`src/rtl/fetch_unit_pkg.sv`:
```
// -----------------------------------------------------------------------------
// fetch_unit_pkg
//   Shared types and constants for the instruction-fetch stage.
//   - FetchState : fetch sequencer states (BOOT, RUN, FLUSH)
//   - FetchEntry : one buffered instruction together with the PC it came from
//   - INSTR_BYTES: byte stride between sequential fetches
//   - align_word : forces an address onto a 32-bit word boundary
// -----------------------------------------------------------------------------
package fetch_unit_pkg;

  localparam int unsigned INSTR_BYTES = 4;

  typedef enum logic [1:0] {
    BOOT  = 2'd0,
    RUN   = 2'd1,
    FLUSH = 2'd2
  } FetchState;

  typedef struct packed {
    logic [31:0] instr;
    logic [31:0] pc;
  } FetchEntry;

  // Redirect targets may carry low bits (JALR-style sums). Fetch always goes
  // to the containing word; the misalignment is reported separately.
  function automatic logic [31:0] align_word(input logic [31:0] addr);
    return {addr[31:2], 2'b00};
  endfunction

endpackage

```
`src/rtl/fetch_unit_fifo.sv`:
```
// -----------------------------------------------------------------------------
// fetch_fifo
//   Small synchronous FIFO, power-of-two DEPTH (>= 2). Used by fetch_unit both
//   as the decoded-instruction buffer (FetchEntry) and as the in-flight
//   request PC queue (32-bit PC).
//
//   Ports
//     clk, reset   : clock, asynchronous active-high reset
//     push / din   : write din when not full (or when full and popping)
//     pop  / dout  : remove head; dout shows the head, zero while empty
//     clear        : synchronous flush; any push/pop in the same cycle is lost
//     full, empty  : occupancy flags
//     count        : number of valid entries (0..DEPTH)
// -----------------------------------------------------------------------------
module fetch_fifo
  import fetch_unit_pkg::*;
#(
  parameter int unsigned DEPTH  = 2,
  parameter type         elem_t = FetchEntry
) (
  input  logic                     clk,
  input  logic                     reset,
  input  logic                     push,
  input  logic                     pop,
  input  logic                     clear,
  input  elem_t                    din,
  output elem_t                    dout,
  output logic                     full,
  output logic                     empty,
  output logic [$clog2(DEPTH):0]   count
);

  localparam int unsigned PTR_W = $clog2(DEPTH);
  localparam int unsigned CNT_W = PTR_W + 1;
  localparam logic [CNT_W-1:0] FULL_COUNT = CNT_W'(DEPTH);

  elem_t            mem [DEPTH];
  logic [PTR_W-1:0] rd_ptr;
  logic [PTR_W-1:0] wr_ptr;
  logic             do_push;
  logic             do_pop;

  assign empty   = (count == '0);
  assign full    = (count == FULL_COUNT);
  assign do_pop  = pop && !empty;
  // A full FIFO still accepts a write when the head leaves in the same cycle.
  assign do_push = push && (!full || do_pop);

  // NOTE: sequential state uses non-blocking assignments so every flop samples
  // the pre-edge values of its neighbours regardless of statement order.
  always_ff @(posedge clk or posedge reset) begin
    if (reset) begin
      rd_ptr <= '0;
      wr_ptr <= '0;
      count  <= '0;
    end else if (clear) begin
      rd_ptr <= '0;
      wr_ptr <= '0;
      count  <= '0;
    end else begin
      // Pointers wrap naturally because DEPTH is a power of two.
      if (do_push) wr_ptr <= wr_ptr + PTR_W'(1);
      if (do_pop)  rd_ptr <= rd_ptr + PTR_W'(1);
      unique case ({do_push, do_pop})
        2'b10:   count <= count + CNT_W'(1);
        2'b01:   count <= count - CNT_W'(1);
        default: count <= count;
      endcase
    end
  end

  // NOTE: the storage array is deliberately left out of reset; validity is
  // tracked by the pointers and count, so stale contents are never observed.
  always_ff @(posedge clk) begin
    if (do_push && !clear) mem[wr_ptr] <= din;
  end

  // Zero while empty so downstream outputs are clean after reset and flushes.
  assign dout = empty ? '0 : mem[rd_ptr];

endmodule

```
`src/rtl/fetch_unit.sv`:
```
// -----------------------------------------------------------------------------
// fetch_unit
//   Instruction-fetch stage sitting behind the branch decision unit. Owns the
//   PC, issues word fetches to instruction memory, buffers returned words and
//   hands them to decode with their PC. A taken redirect (branch_decision)
//   moves the PC to branch_target and throws away everything fetched before.
//
//   Ports
//     clk, reset         : clock, asynchronous active-high reset
//     branch_decision    : single-cycle taken-redirect strobe
//     branch_target      : redirect address (low two bits may be non-zero)
//     imem_req_valid/ready, imem_addr : fetch request channel
//     imem_rsp_valid/data: in-order response channel, latency >= 1 cycle
//     if_valid/ready     : decode handshake
//     if_instr, if_pc    : instruction and its fetch PC
//     if_pc_plus4        : link value for JAL/JALR
//     misaligned_target  : one-cycle pulse after a redirect with target[1:0]!=0
//
//   Sequencing
//     BOOT  : one idle cycle after reset release, never issues
//     RUN   : normal fetching
//     FLUSH : waiting for responses that belong to the abandoned path
// -----------------------------------------------------------------------------
module fetch_unit
  import fetch_unit_pkg::*;
#(
  parameter logic [31:0] RESET_PC   = 32'h0000_0000,
  parameter int unsigned FIFO_DEPTH = 2
) (
  input  logic        clk,
  input  logic        reset,
  input  logic        branch_decision,
  input  logic [31:0] branch_target,
  output logic        imem_req_valid,
  input  logic        imem_req_ready,
  output logic [31:0] imem_addr,
  input  logic        imem_rsp_valid,
  input  logic [31:0] imem_rsp_data,
  output logic        if_valid,
  input  logic        if_ready,
  output logic [31:0] if_instr,
  output logic [31:0] if_pc,
  output logic [31:0] if_pc_plus4,
  output logic        misaligned_target
);

  localparam int unsigned CNT_W = $clog2(FIFO_DEPTH) + 1;
  localparam logic [CNT_W:0] CAP = (CNT_W + 1)'(FIFO_DEPTH);

  FetchState        state;
  logic [31:0]      pc;
  logic [CNT_W-1:0] outstanding;
  logic [CNT_W-1:0] drop_cnt;

  logic             redirect;
  logic             rsp_accept;
  logic             rsp_keep;
  logic             req_fire;
  logic [CNT_W:0]   occupancy;
  logic [CNT_W-1:0] remaining;
  logic [CNT_W-1:0] drop_next;
  logic [CNT_W-1:0] outstanding_next;

  // Instruction buffer
  FetchEntry        ibuf_din;
  FetchEntry        ibuf_dout;
  logic             ibuf_push;
  logic             ibuf_pop;
  logic             ibuf_full;
  logic             ibuf_empty;
  logic [CNT_W-1:0] ibuf_count;

  // In-flight request PC queue
  logic [31:0]      pcq_pc;
  logic             pcq_full;
  logic             pcq_empty;
  logic [CNT_W-1:0] pcq_count;

  // Redirects are meaningless before the first fetch has been sequenced.
  assign redirect = branch_decision && (state != BOOT);

  // Responses with nothing outstanding belong to requests issued before a
  // reset; they have no PC to pair with and are ignored outright.
  assign rsp_accept = imem_rsp_valid && (outstanding != '0);
  // Kept only when it is not owed to the flush and not killed by a redirect
  // arriving in the same cycle.
  assign rsp_keep   = rsp_accept && (drop_cnt == '0) && !redirect;

  assign if_valid = !ibuf_empty && !branch_decision;
  assign ibuf_pop = if_valid && if_ready;

  // Outstanding plus buffered fetches are capped at the buffer depth, so every
  // response is guaranteed a slot. The entry decode takes this cycle is
  // credited back immediately; without that the cap would stall every other
  // cycle and a depth-2 buffer could not sustain one instruction per cycle.
  assign occupancy = {1'b0, outstanding} + {1'b0, ibuf_count}
                   - (CNT_W + 1)'(ibuf_pop);

  assign imem_req_valid = (state == RUN) && !branch_decision && (occupancy < CAP);
  assign imem_addr      = pc;
  assign req_fire       = imem_req_valid && imem_req_ready;

  // Responses still owed by memory once this cycle's arrival is counted.
  assign remaining        = outstanding - CNT_W'(rsp_accept);
  assign outstanding_next = outstanding + CNT_W'(req_fire) - CNT_W'(rsp_accept);

  // NOTE: combinational blocks assign a default first so no path leaves the
  // output unassigned, which would otherwise infer a latch.
  always_comb begin
    drop_next = drop_cnt;
    if (redirect) begin
      // In FLUSH no new requests issue, so outstanding equals drop_cnt and
      // this is the same as the ordinary decrement.
      drop_next = remaining;
    end else if (rsp_accept && (drop_cnt != '0)) begin
      drop_next = drop_cnt - CNT_W'(1);
    end
  end

  always_ff @(posedge clk or posedge reset) begin
    if (reset) begin
      state             <= BOOT;
      pc                <= RESET_PC;
      outstanding       <= '0;
      drop_cnt          <= '0;
      misaligned_target <= 1'b0;
    end else begin
      outstanding       <= outstanding_next;
      drop_cnt          <= drop_next;
      misaligned_target <= redirect && (branch_target[1:0] != 2'b00);

      if (redirect) begin
        pc <= align_word(branch_target);
      end else if (req_fire) begin
        pc <= pc + 32'(INSTR_BYTES);
      end

      unique case (state)
        BOOT:    state <= RUN;
        RUN:     if (redirect && (remaining != '0)) state <= FLUSH;
        FLUSH:   if (drop_next == '0) state <= RUN;
        default: state <= BOOT;
      endcase
    end
  end

  assign ibuf_push = rsp_keep;
  assign ibuf_din  = '{instr: imem_rsp_data, pc: pcq_pc};

  fetch_fifo #(
    .DEPTH  (FIFO_DEPTH),
    .elem_t (FetchEntry)
  ) u_ibuf (
    .clk   (clk),
    .reset (reset),
    .push  (ibuf_push),
    .pop   (ibuf_pop),
    .clear (redirect),
    .din   (ibuf_din),
    .dout  (ibuf_dout),
    .full  (ibuf_full),
    .empty (ibuf_empty),
    .count (ibuf_count)
  );

  // Remembers the PC of each accepted request so the in-order response can
  // be tagged. Dropped responses never pop it: the queue was already cleared
  // by the redirect that made them stale.
  fetch_fifo #(
    .DEPTH  (FIFO_DEPTH),
    .elem_t (logic [31:0])
  ) u_pcq (
    .clk   (clk),
    .reset (reset),
    .push  (req_fire),
    .pop   (rsp_keep),
    .clear (redirect),
    .din   (pc),
    .dout  (pcq_pc),
    .full  (pcq_full),
    .empty (pcq_empty),
    .count (pcq_count)
  );

  assign if_instr    = ibuf_dout.instr;
  assign if_pc       = ibuf_dout.pc;
  assign if_pc_plus4 = ibuf_empty ? 32'h0 : (ibuf_dout.pc + 32'(INSTR_BYTES));

  // Status the stage does not need; the occupancy cap already rules out
  // overflow of either queue.
  logic unused_ok;
  assign unused_ok = &{1'b0, ibuf_full, pcq_full, pcq_empty, pcq_count};

endmodule

```
`config.mk`:
```
export PLATFORM = sky130hd
export DESIGN_NAME = fetch_unit
export DESIGN_NICKNAME = d
export VERILOG_FILES = /design/src/rtl/fetch_unit_pkg.sv /design/src/rtl/fetch_unit_fifo.sv /design/src/rtl/fetch_unit.sv
export SDC_FILE = /design/constraint.sdc
export NUM_CORES = 1
export LEC_CHECK = 0
export CORE_MARGIN = 2
export CORE_UTILIZATION = 56
export DETAILED_ROUTE_END_ITERATION = 8
export PLACE_DENSITY = 0.94
export SLEW_MARGIN = 10
export SYNTH_ARGS = -nofsm -noshare
export SYNTH_HDL_FRONTEND = slang
export SYNTH_SLANG_ARGS = --single-unit
```
`constraint.sdc`:
```
create_clock -name clk -period 15.4 [get_ports clk]
set_clock_uncertainty 0.2 [all_clocks]
set_input_delay 2.31 -clock clk [delete_from_list [all_inputs] [get_ports clk]]
set_output_delay 2.31 -clock clk [all_outputs]
set_load 0.02 [all_outputs]
```
==> results.json, run 1 <==
{
  "cts.repair.resized": 0,
  "m1WireLength_um": 9600,
  "powerDensity_nw_per_um2": 182,
  "portBuffers": 198,
  "die_area_um2": 19500,
  "max_cap_viol_count": 0,
  "ys_seq_area_share_pct": 65.0,
  "netlist_area_um2": 10300,
  "critPathArrivalTime_ns": 5.33,
  "finalWirelength_um": 23200,
  "placedCellCount": 1203,
  "ys_warn_count": 0,
  "syn_inst": 805,
  "synth-edff-count": 186,
  "cellLeakagePower_nw": 4.51,
  "grt_pass1_vias": 6999,
  "ys_seq_elements": 231,
  "clock_sink_count": 231,
  "ant_nets": 0,
  "routedWlPerCell_um": 18.6,
  "globalplace.congestion": 0.802,
  "synth_top_area_cell": "edfxtp_1",
  "synth.distinct_cells": 53,
  "row_count": 49,
  "first_iter_violations": 560,
  "final_common_cell": "clkdlybuf4s50_1",
  "initial_core_util_pct": 57.3,
  "final-hold-violation-count": 0,
  "grt_overflow": 0,
  "antenna_found_initial": 0,
  "top_layer": "met4",
  "grt_pass1_wl_um": 36500,
  "htree_levels": 1,
  "synth_area_leaders": "edfxtp_1 (54%), dfrtp_1 (11%), mux2i_1 (9.0%)",
  "worstSetupPathType": "input port to output port",
  "cts_buffers": 24,
  "drive_gt1_share_pct": 6.39,
  "critPathCaptureType": "output port",
  "critPathMaxFanout": 6,
  "dp_hpwl_um": 15500,
  "min_period_ns": 7.84,
  "grtUsageTotal_pct": 23.3,
  "die_w_um": 140,
  "pin_count": 201,
  "final_cell_mix": "clkdlybuf4s50_1 (198), edfxtp_1 (186), nor2_1 (119)",
  "synth.avg_cell_area_um2": 12.8,
  "tightest_slew_ns": 1.16,
  "setup_ws_ns": 7.56,
  "firstDrtPassIters": 5,
  "cts_setup_buffers": 0,
  "status": "completed",
  "wl_met2_um": 11700,
  "grt_max_degree": 79,
  "cts_hold_buf": 0,
  "pre_cts_slack_ns": 7.61,
  "fill_cells": 1172,
  "whs_ns": 0.365,
  "hold_class": "register to register",
  "instances_no_fill": 1247,
  "synthArstFlopShare_pct": 19.5,
  "cts_tree": "yes",
  "ir_drop_mv": 0.103,
  "startpoint_type": "input port",
  "clk_latency_ns": 0.53,
  "clock.fmax_ghz": 0.128,
  "dr_total_vias": 6978,
  "clk_pin_slew_ns": 0.06,
  "synth_top_area_share_pct": 54.1,
  "fin_util_pct": 73.7,
  "die_y_um": 140,
  "core_area_um2": 18000,
  "clockRootBuffer": "clkbuf_16",
  "drv_slew": 0,
  "synth_flop_cell": "edfxtp_1",
  "drc": 0,
  "diodes": 0,
  "rsz0062_at_grt": "false",
  "nets": 1079,
  "clock_path_buffers": 3,
  "wl_met3_um": 1520,
  "finalSetupTns_ns": 0,
  "required_ns": 12.89,
  "viasPerCell": 5.60,
  "syn2layout_area_growth_pct": 28.7,
  "slew_headroom_pct": 22.5,
  "fin_crit_sh_pct": 50.9,
  "setup_violations": 0
}
-- flip-flops by register name, indices dropped and copies added (netlist names), 2 cells and up --
name / cells
u_ibuf.mem: 126
state: 2
u_pcq.mem: 60
u_pcq.count: 2
imem_addr: 30
u_ibuf.count: 2
drop_cnt: 2
outstanding: 2
-- layer usage --
layer / up-vias / global-route usage, %
met5: - / 0
met4: 0 / 5.74
met3: 32 / 3.85
met2: 280 / 40.9
met1: 3375 / 30.4
li1: 3291 / -
-- cell usage after synthesis (5+ instances only) --
cell and number:
xor2_1 24, nor2_1 121, nand4_1 14, and3_1 10, buf_2 9, nand3_1 27, nand3b_1 5, xnor2_1 37
clkbuf_1 21, nor3_1 8, or3_1 5, nand2_1 62, buf_4 6, mux2i_1 93, dfrtp_1 45, o21ai_0 41
edfxtp_1 186, nor2b_1 5, inv_1 18, ha_1 8
-- stage by stage --
step           instance area [µm²]  total power [mW]
3_3_place_gp                 12500              1.81
4_1_cts                      13300              2.43
6_report                     13300              2.41
2_1_floorplan                10300              1.47
5_1_grt                      13300              2.53
3_5_place_dp                 12500              1.85
-- worst paths after layout --
check | cells after the start | to | startpoint | slack, ns
max in group asynchronous | 3 | u_ibuf.rd_ptr | reset | 12.45
min | 1 | outstanding[1] | outstanding[1] | 0.36
min in group asynchronous | 3 | imem_addr[24] | reset | 2.05
min reg2reg | 1 | outstanding[1] | outstanding[1] | 0.36
max reg2reg | 12 | u_pcq.mem[0][9] | u_ibuf.count[0] | 10.27
max | 8 | imem_req_valid | branch_decision | 7.56
-- final cells by class --
| class | instances | area, µm² | area share, % |
|---|---|---|---|
| sequential | 231 | 6720 | 50.6 |
| clock inverter | 9 | 118 | 0.886 |
| multi-input combinational | 517 | 3370 | 25.3 |
| clock buffer | 35 | 672 | 5.06 |
| inverter | 18 | 67.6 | 0.509 |
| timing repair buffer | 208 | 2060 | 15.5 |
| tap | 229 | 287 | 2.16 |
-- power breakdown --
part	switching, mW	total [mW]	leakage, nW	internal, mW
Clock	0.234	0.573	0.382	0.339
Sequential	0.108	0.926	2.25	0.817
Combinational	0.519	0.915	1.88	0.396
-- critical path, stage by stage --
cell             delay, ns
clkdlybuf4s50_1       0.51
nor3b_2               0.49
ha_1                  0.32
nand2b_1              0.15
fa_1                  0.48
nor4bb_1              0.30
and2_1                0.17
clkdlybuf4s50_1       0.59
-- cell families after synthesis --
family	Yosys count	share of synthesized area (%)
fa+ha+maj	9	1.16
simple gates	281	12.8
buf+inv	60	2.69
flops	231	65.0
other cells	1	0.0363
mux	95	9.24
xor+xnor	61	5.18
compound gates	67	3.88
Power figures use the tool's default switching activity.
==> run 2, diff against run 1 <==
- CORE_UTILIZATION: 56 -> 52
- PLACE_DENSITY: 0.94 -> 0.89
- clock period: 15.4 -> 7.7 ns (I/O delays scaled with it)
==> run 2 against run 1 <==
Net effect: setup slack worse by 5.3 ns; sequential power up 100%; die area up 7.5%; via count down 1.8%; cell count up 2.6%; critical path depth unchanged; worst hold slack worse by 0.0075 ns; count of clock-buffer cells in the layout down 3; non-clock buffer count down 1; sequential share of layout area down 0.086 points; combinational power up 96%; largest power group unchanged; highest routed layer unchanged.
==> results.json, run 2 (same netlist as run 1, synthesis figures left out) <==
{
  "globalplace.congestion": 0.824,
  "initial_core_util_pct": 53.0,
  "cellLeakagePower_nw": 4.51,
  "register_area_um2": 6720,
  "cts_setup_buffers": 0,
  "instances_no_fill": 1280,
  "routedWlPerCell_um": 17.4,
  "cts.repair.resized": 0,
  "reg2regPathDepth": 11,
  "status": "completed",
  "final_cell_mix": "clkdlybuf4s50_1 (198), edfxtp_1 (186), nor2_1 (119)",
  "finalWirelength_um": 22300,
  "ir_drop_mv": 0.195,
  "final-hold-violation-count": 0,
  "first_iter_violations": 545,
  "largest_register": "u_ibuf.mem",
  "clk_latency_ns": 0.51,
  "antenna_found_initial": 0,
  "hold_depth": 1,
  "grt_pass1_wl_um": 34300,
  "critPathCaptureType": "output port",
  "crit_path_start": "branch_decision",
  "critPathArrivalTime_ns": 4.09,
  "max_cap_viol_count": 0,
  "cts_tree": "yes",
  "intPower_mw": 3.08,
  "die_y_um": 145,
  "rrSetupSlack_ns": 2.78,
  "clock_path_buffers": 3,
  "multiInputGateArea_um2": 3370,
  "hp-start": "u_pcq.count[0]",
  "grt_max_degree": 64,
  "grt_pass1_vias": 6753,
  "ant_nets": 0,
  "critPathMaxFanout": 6,
  "dp_hpwl_um": 15600,
  "finalSetupTns_ns": 0,
  "slew_headroom_pct": 29.8,
  "row_count": 51,
  "r2r-end": "u_pcq.mem[0][25]",
  "portBuffers": 198,
  "htree_levels": 1,
  "final_common_cell": "clkdlybuf4s50_1",
  "clk_pin_slew_ns": 0.06,
  "drv_slew": 0,
  "hold_class": "register to register",
  "die_area_um2": 21000,
  "firstDrtPassIters": 5,
  "whs_endpoint": "u_pcq.count[0]",
  "fill_cells": 1376,
  "dr_total_vias": 6852,
  "clock_sink_count": 231,
  "required_ns": 6.34,
  "cts_buffers": 23,
  "core_area_um2": 19500,
  "largest_reg_flops": 126,
  "nets": 1077,
  "clockRootBuffer": "clkbuf_16",
  "clkPwrFrac_pct": 23.2,
  "min_period_ns": 5.45,
  "setup_violations": 0,
  "worstSetupPathType": "input port to output port",
  "startpoint_type": "input port",
  "p_switching_mw": 1.70,
  "powerDensity_nw_per_um2": 359,
  "cts_hold_buf": 0,
  "rsz0062_at_grt": "false",
  "rr_startpoint": "u_ibuf.count[0]",
  "seqPwrFrac_pct": 39.4,
  "grtUsageTotal_pct": 20.8,
  "viasPerCell": 5.35,
  "drc": 0,
  "swShare_pct": 35.6,
  "grt_overflow": 0,
  "syn2layout_area_growth_pct": 28.9,
  "diodes": 0,
  "placedCellCount": 1238,
  "pin_count": 201,
  "drive_gt1_share_pct": 6.60,
  "die_w_um": 145,
  "fin_crit_sh_pct": 70.7,
  "tightest_slew_ns": 1.05,
  "clock.fmax_ghz": 0.184,
  "combPwrFrac_pct": 37.4
}
==> run 2: changes by cell type in the layout (fill, tap and decap cells not counted), sizes merged <==
cell      delta
buf          -1
bufinv       -1
clkbuf       -3
clkinv       +2
clkinvlp     -1
inv          +1
==> run 2: cell type report <==
type                       instances  share of cell area (%)
multi-input combinational        517                    25.4
clock inverter                    10                   0.630
sequential                       231                    50.5
tap                              265                    2.49
clock buffer                      32                    5.13
timing repair buffer             207                    15.4
inverter                          18                   0.508
==> run 2: how the worst max path moves through the flow <==
| stage | to | slack [ns] | cells after the start |
|---|---|---|---|
| floorplan | u_ibuf.mem[0][10] | 1.86 | 4 |
| global placement | u_pcq.mem[0][28] | 2.25 | 11 |
| detailed placement | u_pcq.mem[0][27] | 2.09 | 11 |
| CTS | if_pc_plus4[28] | 2.21 | 8 |
| global route | if_pc_plus4[28] | 1.98 | 8 |
| finish | imem_req_valid | 2.25 | 8 |
==> run 2: through the flow <==
step           cell area (µm²)  util (%)  power (mW)  hold slack (ns)  setup WS, ns
2_1_floorplan            10300         -        2.93            0.289          1.86
3_3_place_gp             12500      64.4        3.64            0.328          2.25
3_5_place_dp             12500      64.4        3.69            0.344          2.09
4_1_cts                  13300      68.4        4.81            0.354          2.21
5_1_grt                  13300      68.4        5.03            0.374          1.98
6_report                 13300      68.4        4.78            0.357          2.25
==> run 2: per-layer routing <==
| metal | track usage, % | vias up | part of all wire (%) |
|---|---|---|---|
| met5 | 0 | - | 0 |
| met4 | 5.57 | 0 | 1.7 |
| met3 | 3.19 | 27 | 6.9 |
| met2 | 37.9 | 241 | 50 |
| met1 | 25.8 | 3310 | 41 |
| li1 | - | 3274 | - |
==> run 2: critical path, cell delays in order <==
cell             delay (ns)
clkdlybuf4s50_1        0.50
nor3b_2                0.44
ha_1                   0.31
nand2b_1               0.15
fa_1                   0.47
nor4bb_1               0.29
and2_1                 0.17
clkdlybuf4s50_1        0.60
==> run 2: power groups by stage <==
stage | logic (mW) | registers, mW | clock network [mW]
6_report | 1.79 | 1.88 | 1.11
2_1_floorplan | 1.05 | 1.88 | 0
3_5_place_dp | 1.79 | 1.90 | 0
4_1_cts | 1.80 | 1.88 | 1.13
5_1_grt | 1.93 | 1.91 | 1.18
3_3_place_gp | 1.75 | 1.88 | 0
==> run 3, diff against run 2 <==
- CORE_UTILIZATION: 52 -> 47
- PLACE_DENSITY: 0.89 -> 0.85
- clock period: 7.7 -> 4.8 ns (I/O delays scaled with it)
==> run 3 against run 2 <==
Net effect: combinational power grew 67%; critical path depth stayed put; sequential share of layout area shrank 0.55 points; utilization fell by 6.3 points; critical path type is now register to output port; critical endpoint is now if_pc_plus4[18]; highest routed layer unchanged.
==> results.json, run 3 (same netlist as run 1, synthesis figures left out) <==
{
  "status": "completed",
  "nets": 1088,
  "dp_hpwl_um": 15700,
  "power.total_mw": 7.68,
  "grt_overflow": 0,
  "cellLeakagePower_nw": 4.59,
  "clock_sink_count": 231,
  "htree_levels": 1,
  "slew_headroom_pct": 25.2,
  "fin_util_pct": 62.0,
  "core_area_um2": 21700,
  "grt_pass1_wl_um": 35000,
  "portBuffers": 198,
  "cts_tree": "yes",
  "viasPerCell": 5.27,
  "max_cap_viol_count": 0,
  "die_w_um": 152,
  "tightest_slew_ns": 1.12,
  "fill_cells": 1610,
  "final_cell_mix": "clkdlybuf4s50_1 (196), edfxtp_1 (186), nor2_1 (119)",
  "critPathMaxFanout": 21,
  "instances_no_fill": 1306,
  "max_stage_delay_ns": 0.64,
  "globalplace.congestion": 0.807,
  "whs_ns": 0.343,
  "setup_violations": 0,
  "worstSetupPathType": "register to output port",
  "final_common_cell": "clkdlybuf4s50_1",
  "drive_gt1_share_pct": 7.50,
  "fin_crit_sh_pct": 96.5,
  "clock.fmax_ghz": 0.216,
  "pre_cts_slack_ns": 0.343,
  "finalWirelength_um": 22100,
  "startpoint_type": "register",
  "clk_latency_ns": 0.52,
  "largest_register": "u_ibuf.mem",
  "die_area_um2": 23200,
  "powerDensity_nw_per_um2": 571,
  "diodes": 0,
  "required_ns": 3.88,
  "die_y_um": 152,
  "setup_ws_ns": 0.168,
  "row_count": 54,
  "drc": 0,
  "placedCellCount": 1263,
  "initial_core_util_pct": 47.6,
  "syn2layout_area_growth_pct": 30.3,
  "critPathCaptureType": "output port",
  "firstDrtPassIters": 6,
  "first_iter_violations": 445,
  "grt_max_degree": 64,
  "clk_pin_slew_ns": 0.06,
  "min_period_ns": 4.63,
  "rrSetupSlack_ns": 1.00,
  "clockRootBuffer": "clkbuf_16",
  "ir_drop_mv": 0.311,
  "final-hold-violation-count": 0,
  "ant_nets": 0,
  "antenna_found_initial": 0,
  "critPathArrivalTime_ns": 3.71,
  "grtUsageTotal_pct": 18.6,
  "crit_chain": "buf_16 -> nand3b_1 -> a211oi_4 -> nand3_2 -> or4_4 -> nor3b_1 -> xor2_1 -> clkdlybuf4s50_1",
  "dr_total_vias": 6877,
  "largest_reg_flops": 126,
  "hold_class": "register to register",
  "routedWlPerCell_um": 16.9,
  "pin_count": 201,
  "slowest_stage": "clkdlybuf4s50_1",
  "drv_slew": 0,
  "grt_pass1_vias": 6730,
  "cts_buffers": 23,
  "clock_path_buffers": 3
}
## run 3: cell types whose count changed in the layout (fill, tap and decap cells not counted), moves of 2 or more
cell / change
a211oi_4: +2
buf_12: +2
dlymetal6s2s_1: +2
a211oi_2: -2
clkdlybuf4s50_1: -2
clkinv_2: -2
clkinv_1: +3
buf_4: +8
clkbuf_16: -2
clkinvlp_4: +3
clkbuf_1: -2
## run 3: worst paths after layout
check / depth (start not counted) / endpoint / from
worst max-delay path: 8 / if_pc_plus4[18] / u_ibuf.rd_ptr
worst min-delay path: 1 / state[0] / state[0]
worst max register to register: 11 / u_pcq.mem[0][5] / u_ibuf.count[0]
worst min register to register: 1 / state[0] / state[0]
max in group asynchronous: 2 / u_ibuf.rd_ptr / reset
min in group asynchronous: 2 / imem_addr[13] / reset
## run 3: final cells by class
cell class              count  area [µm²]  area share (%)
repair buffers            218        2180            16.2
inverters                  18        67.6           0.502
clock buffers              28         624            4.64
flip-flops and latches    231        6720            49.9
multi-input cells         517        3400            25.3
clock inverters            14         113           0.837
well taps                 280         350            2.60
## run 3: routing by layer
metal / vias to the layer above / part of all wire [%] / global-route usage, %
li1: 3295 / - / -
met2: 249 / 48 / 31.4
met1: 3297 / 43 / 24.9
met4: 0 / 2.0 / 5.16
met5: - / 0 / 0
met3: 36 / 6.7 / 3.24
## run 3: stage by stage
stage	TNS [ns]	instance area (µm²)
floorplan	0	10400
global placement	0	12700
detailed placement	0	12700
CTS	0	13400
global route	-0.00756	13500
finish	0	13500
## run 3: timing repair
item,in CTS,in global routing
buffers inserted,0,1
setup endpoints to repair,0,5
gates resized for setup,0,5
hold buffers,0,0
## run 3: critical path: cells and delay by family (launching register included)
kind | cells | cell delay (ns)
XOR/XNOR | 1 | 0.16
flip-flops | 1 | 0.62
buffers and inverters | 2 | 0.87
AO/OA/AOI/OAI | 1 | 0.37
AND/OR/NAND/NOR | 4 | 1.19
## run 3: power by group
| part | switching, mW | internal (mW) |
|---|---|---|
| logic | 1.67 | 1.32 |
| registers | 0.351 | 2.62 |
| clock network | 0.739 | 0.987 |
| total | 2.76 | 4.92 |
